File: config.mk
export PLATFORM = sky130hd
export DESIGN_NAME = lbist_ctrl
export DESIGN_NICKNAME = d
export VERILOG_FILES = /design/src/rtl/lbist_pkg.sv /design/src/rtl/lbist_lfsr.sv /design/src/rtl/lbist_ctrl.sv
export SDC_FILE = /design/constraint.sdc
export NUM_CORES = 1
export LEC_CHECK = 0
export ABC_AREA = 1
export BUFFER_PORTS_ARGS = -buffer_cell sky130_fd_sc_hd__buf_2
export CAP_MARGIN = 20
export CORE_MARGIN = 2
export CORE_UTILIZATION = 54
export DETAILED_ROUTE_END_ITERATION = 8
export GPL_TIMING_DRIVEN = 0
export PLACE_DENSITY = 0.75
export SLEW_MARGIN = 15
export SYNTH_ARGS = -nofsm -noshare
export SYNTH_HDL_FRONTEND = slang
export SYNTH_SLANG_ARGS = --single-unit
File: constraint.sdc
create_clock -name clk -period 1.4 [get_ports clk]
set_input_delay 0.14 -clock clk [delete_from_list [all_inputs] [get_ports clk]]
set_output_delay 0.14 -clock clk [all_outputs]
set_load 0.005 [all_outputs]
File: src/rtl/lbist_pkg.sv
// Shared state encoding, signature width and Galois polynomial for the LBIST controller.
package lbist_pkg;

   localparam int unsigned SIG_W = 32;

   // x^32 + x^22 + x^2 + x + 1, x^32 term implicit in the shift-out bit
   localparam logic [SIG_W-1:0] LFSR_POLY = 32'h0040_0007;

   typedef enum logic [2:0] {
      StIdle,
      StSeed,
      StShift,
      StCapture,
      StUnload,
      StCompare,
      StPass,
      StFail
   } lbist_state_e;

   function automatic logic [SIG_W-1:0] galois_step(input logic [SIG_W-1:0] s);
      return {s[SIG_W-2:0], 1'b0} ^ (s[SIG_W-1] ? LFSR_POLY : '0);
   endfunction

endpackage

File: src/rtl/lbist_lfsr.sv
// 32-bit Galois register with synchronous load, step enable and parallel XOR input.
// Serves as the PRPG (data tied 0) and as the MISR.
module lbist_lfsr
   import lbist_pkg::*;
#(
   parameter logic [SIG_W-1:0] RESET_VAL = '0
) (
   input  logic             clk,
   input  logic             rst,
   input  logic             load_i,
   input  logic [SIG_W-1:0] load_val_i,
   input  logic             en_i,
   input  logic [SIG_W-1:0] data_i,
   output logic [SIG_W-1:0] state_o
);

   logic [SIG_W-1:0] state_q, state_d;

   always_comb begin
      state_d = state_q;
      if (load_i) begin
         state_d = load_val_i;
      end else if (en_i) begin
         state_d = galois_step(state_q) ^ data_i;
      end
   end

   always_ff @(posedge clk) begin
      if (rst) begin
         state_q <= RESET_VAL;
      end else begin
         state_q <= state_d;
      end
   end

   assign state_o = state_q;

endmodule

File: src/rtl/lbist_ctrl.sv
// Logic BIST controller: PRPG-driven scan shift/capture, MISR compaction, go/no-go verdict.
// Define LBIST_SIG_DEBUG_EN to add the signature_o debug port (live MISR value).
module lbist_ctrl
   import lbist_pkg::*;
#(
   parameter int unsigned SCAN_CHAINS = 8,
   parameter int unsigned CHAIN_LEN   = 64,
   parameter int unsigned N_PATTERNS  = 1024,
   parameter logic [31:0] LFSR_SEED   = 32'hACE1_0001,
   parameter logic [31:0] GOLDEN_SIG  = 32'h0
) (
   input  logic                   clk,
   input  logic                   rst,
   input  logic                   test_mode,
   output logic                   scan_en_o,
   output logic [SCAN_CHAINS-1:0] scan_in_o,
   input  logic [SCAN_CHAINS-1:0] scan_out_i,
   output logic                   go_nogo,
   output logic                   done_o
`ifdef LBIST_SIG_DEBUG_EN
   ,
   output logic [SIG_W-1:0]       signature_o
`endif
);

   localparam int unsigned SHIFT_W = $clog2(CHAIN_LEN);
   localparam int unsigned PAT_W   = $clog2(N_PATTERNS + 1);
   localparam logic [SHIFT_W-1:0] LAST_SHIFT = SHIFT_W'(CHAIN_LEN - 1);
   localparam logic [PAT_W-1:0]   LAST_PAT   = PAT_W'(N_PATTERNS - 1);

   if (LFSR_SEED == 32'h0) begin : g_bad_seed
      $fatal(1, "lbist_ctrl: LFSR_SEED must be non-zero");
   end
   if (SCAN_CHAINS < 1 || SCAN_CHAINS > 32) begin : g_bad_chains
      $fatal(1, "lbist_ctrl: SCAN_CHAINS must be 1..32");
   end

   lbist_state_e       state_q, state_d;
   logic               tm_prev_q, tm_prev_d;
   logic [SHIFT_W-1:0] shift_cnt_q, shift_cnt_d;
   logic [PAT_W-1:0]   pat_cnt_q, pat_cnt_d;
   logic [SIG_W-1:0]   prpg_state, misr_state;
   logic               in_run, tm_rise, misr_en;

   assign in_run  = state_q inside {StSeed, StShift, StCapture, StUnload, StCompare};
   assign tm_rise = test_mode & ~tm_prev_q;
   // Pattern 1 shift unloads the chains' pre-test contents, which are not compacted
   assign misr_en = (state_q == StUnload) || ((state_q == StShift) && (pat_cnt_q != '0));

   lbist_lfsr #(
      .RESET_VAL (LFSR_SEED)
   ) u_prpg (
      .clk        (clk),
      .rst        (rst),
      .load_i     (state_q == StSeed),
      .load_val_i (LFSR_SEED),
      .en_i       (state_q == StShift),
      .data_i     ('0),
      .state_o    (prpg_state)
   );

   lbist_lfsr #(
      .RESET_VAL ('0)
   ) u_misr (
      .clk        (clk),
      .rst        (rst),
      .load_i     (state_q == StSeed),
      .load_val_i ('0),
      .en_i       (misr_en),
      .data_i     (SIG_W'(scan_out_i)),
      .state_o    (misr_state)
   );

   always_comb begin
      state_d     = state_q;
      tm_prev_d   = test_mode;
      shift_cnt_d = shift_cnt_q;
      pat_cnt_d   = pat_cnt_q;
      unique case (state_q)
         StIdle, StPass, StFail: begin
            if (tm_rise) state_d = StSeed;
         end
         StSeed: begin
            shift_cnt_d = '0;
            pat_cnt_d   = '0;
            state_d     = StShift;
         end
         StShift: begin
            if (shift_cnt_q == LAST_SHIFT) begin
               shift_cnt_d = '0;
               state_d     = StCapture;
            end else begin
               shift_cnt_d = shift_cnt_q + SHIFT_W'(1);
            end
         end
         StCapture: begin
            pat_cnt_d = pat_cnt_q + PAT_W'(1);
            state_d   = (pat_cnt_q < LAST_PAT) ? StShift : StUnload;
         end
         StUnload: begin
            if (shift_cnt_q == LAST_SHIFT) begin
               shift_cnt_d = '0;
               state_d     = StCompare;
            end else begin
               shift_cnt_d = shift_cnt_q + SHIFT_W'(1);
            end
         end
         StCompare: begin
            state_d = (misr_state == GOLDEN_SIG) ? StPass : StFail;
         end
         default: state_d = StIdle;
      endcase
      if (in_run && !test_mode) begin
         state_d = StIdle;
      end
   end

   always_ff @(posedge clk) begin
      if (rst) begin
         state_q     <= StIdle;
         tm_prev_q   <= 1'b0;
         shift_cnt_q <= '0;
         pat_cnt_q   <= '0;
      end else begin
         state_q     <= state_d;
         tm_prev_q   <= tm_prev_d;
         shift_cnt_q <= shift_cnt_d;
         pat_cnt_q   <= pat_cnt_d;
      end
   end

   always_comb begin
      scan_en_o = (state_q == StShift) || (state_q == StUnload);
      scan_in_o = (state_q == StShift) ? SCAN_CHAINS'(prpg_state) : '0;
      go_nogo   = (state_q == StPass);
      done_o    = (state_q == StPass) || (state_q == StFail);
   end

`ifdef LBIST_SIG_DEBUG_EN
   assign signature_o = misr_state;
`endif

endmodule

==> reports/results.txt <==
Register Area: 1720 um^2
Synth cell types: 28
Post-detail-place hpwl: 5.23 mm
PortBufs: 20
CTS tree: done
Area leader, netlist: dfxtp_1
Clock sinks: 85
Slew @ Worst Pin: 454 ps
ANT nets after route: 0
Site Rows: 30
CTS root buf: clkbuf_8
Final worst-path setup slack: -108 ps
Hold path startpoint: test_mode
Largest net degree at the start of global routing: 16
Pwr Density: 1150 nW/um^2
Fin cells: 655
Hold_buf cts: 0
Vias in the first global route: 3182
Final TNS setup: -3360 ps
R2R cell count: 8
Crit path capture type: output port
WS Path Type: reg -> out
DRC: 0
Ports: 22
Final period demand of the worst path: 1510 ps
Initial core utilization: 55.1%
# diodes: 0
Tcrit/Tclk final: 108%
Die ar.: 7500 um^2
Worst vdd ir: 0.000522 V
Via/cell ratio: 5.53
Fraction of layout cells with a size suffix above 1: 32.3%
Max-slew headroom: 69.7%
Bufs and invs on worst path: 4
Final Slew Violations: 0
Die width: 86.6 um
Seq/Total Area, Yosys: 46.2%
Mapped Area: 3680 um^2
Synth top area share: 46.2%
Outcome: finished with violations
Area of the multi-input gates: 2150 um^2
Hold EP: tm_prev_q
Routed via count: 3622
Yosys warning count: 0
Data arrival time of the worst path: 1370 ps
Leakage power: 1.93 nW
Mean post-synth cell area: 7.21 um^2
Clk Latency, worst-skew pair: 360 ps
Hold Vio Cnt, Final: 0
FMAX: 663 MHz
Setup crit start kind: register
Utilization after layout: 73.9%
Drt pass-1 iters: 5
RSZ-0062 raised after global routing: true
Clock Skew: 13.7 ps
CP Cell Sequence: inv_6 -> nand2_4 -> nor2_4 -> buf_6 -> nand2_2 -> inv_1 -> buf_2
# fillers: 448
Cell at the slowest stage of the critical path: dfxtp_4
CP top delay family: buffers and inverters
CTS HTree Levels: 3
Max-Cap Viols: 0
Worst hold slack: 38.6 ps
DR iter-0 viols: 237
CP required: 1260 ps
Place WS: -477 ps
Worst Hold Depth: 3
Routability cong.: 0.829
Core Box Area: 6680 um^2
Max stage delay on crit path: 370 ps
Area grow syn2layout: 34.1%
R2r endpoint: u_misr.state_o[29]
Grt ovf: 0
First-pass GRT wire length: 14.1 mm
Die Ht: 86.6 um
Drt wl/cell: 14.5 um
Final setup viols: 56
Min-Delay Path Class: in -> reg
Post-layout nets: 586
Cells after synthesis: 511
CTS Buffer Depth: 2
Crit-path max FO: 6
Register-to-register setup slack: -90 ps
Failing checks: negative setup slack
Placed cells: 611
CTS Buf Count: 9
Post-Route WL: 9.51 mm
Main area contributors after synthesis: dfxtp_1 (46%), nand2_1 (13%), a21oi_1 (9.9%), nand3_1 (6.4%), inv_1 (4.4%)
Net Count, Synth: 527
Worst R2R Start: pat_cnt_q[2]
Clock edge transition at the registers on the reported setup and hold paths: 90 ps
Initial antenna violation count: 0
Total track usage: 23.2%
#FFs+latches synth: 85
==> through the flow <==
step / instance area [um^2] / power (mW)
after floorplan: 3680 / 3.27
after global placement: 3880 / 3.51
after detailed placement: 3880 / 3.52
after CTS: 4470 / 5.37
after global routing: 4940 / 5.93
final: 4940 / 5.69
==> worst max-delay path by stage <==
stage                  from                  to  cells past startpoint
2_1_floorplan  pat_cnt_q[0]   u_misr.state_o[0]                      9
3_3_place_gp   pat_cnt_q[0]   u_misr.state_o[5]                      9
3_5_place_dp   pat_cnt_q[0]  u_misr.state_o[26]                      9
4_1_cts        pat_cnt_q[1]  u_misr.state_o[26]                      9
5_1_grt          state_q[2]        scan_in_o[4]                      7
6_report         state_q[2]        scan_in_o[5]                      7
==> cells by family (layout without fill, tap and decap cells) <==
kind of cell / Yosys count / count (layout) / synth area share (%)
fa+ha+maj: 5 / 5 / 1.70
simple gates: 226 / 226 / 25.5
compound gates: 110 / 110 / 15.6
xor+xnor: 13 / 13 / 3.09
flops: 85 / 85 / 46.2
buf+inv: 72 / 136 / 7.98
==> power by group <==
group | leakage, nW | internal [mW] | total [mW] | switching (mW)
logic | 1.16 | 0.553 | 1.49 | 0.935
clock network | 0.0833 | 0.658 | 1.59 | 0.936
registers | 0.690 | 2.51 | 2.60 | 0.0973
total | 1.93 | 3.72 | 5.69 | 1.97
==> cells in the final DEF (no fill, tap or decap), types with 18 or more instances in the layout <==
| cell | instances |
|---|---|
| nand2_1 | 92 |
| o21ai_0 | 25 |
| buf_4 | 24 |
| nand3_1 | 44 |
| nand2_4 | 18 |
| a21oi_2 | 23 |
| a21oi_1 | 50 |
| nor2_1 | 30 |
| dfxtp_1 | 79 |
| inv_1 | 35 |
| buf_6 | 20 |
==> area by class of cell <==
class	count	share of cell area (%)
clock inverters	6	0.938
flip-flops and latches	85	34.8
plain buffers	23	4.43
well taps	80	2.03
repair buffers	49	7.65
clock buffers	10	2.58
multi-input cells	354	43.6
inverters	48	3.98
==> metal layers <==
metal	up-vias	part of all wire, %	track usage [%]
li1	1786	-	-
met1	1736	44	29.6
met2	86	51	39.0
met3	14	3.1	4.10
met4	0	2.0	9.23
met5	-	0	0
==> sequential cells by signal, indices dropped and copies added, names as in the netlist <==
register	cells
state_q	3
u_misr.state_o	32
pat_cnt_q	11
tm_prev_q	1
shift_cnt_q	6
u_prpg.state_o	32
==> worst min-delay path: stages <==
cell and delay [ps]:
buf_2 90, inv_1 70, nor2_1 50
==> Yosys cell counts <==
master and count:
o22ai_1 1, nand2_1 126, nand2_2 2, dfxtp_1 85, inv_2 5, nor3_1 3, a21oi_1 73, o21a_1 1
xor2_1 8, o211ai_1 2, nand3_1 47, nor2_1 41, nand3_2 1, buf_1 1, nand4_1 2, a221oi_1 1
o21ai_0 28, o21bai_1 1, and2_1 1, xnor2_1 5, nor2_2 2, inv_1 43, clkbuf_1 8, buf_2 13
and3_1 1, buf_4 2, ha_1 5, a211oi_1 3
==> repair_timing <==
action | in CTS | in global routing
resized for setup | 84 | 123
endpoints found under the setup margin | 88 | 78
buffers inserted | 19 | 7
cloned | 3 | 0
pin swaps | 11 | 28
Note: power is estimated with default switching activity, not from simulation.
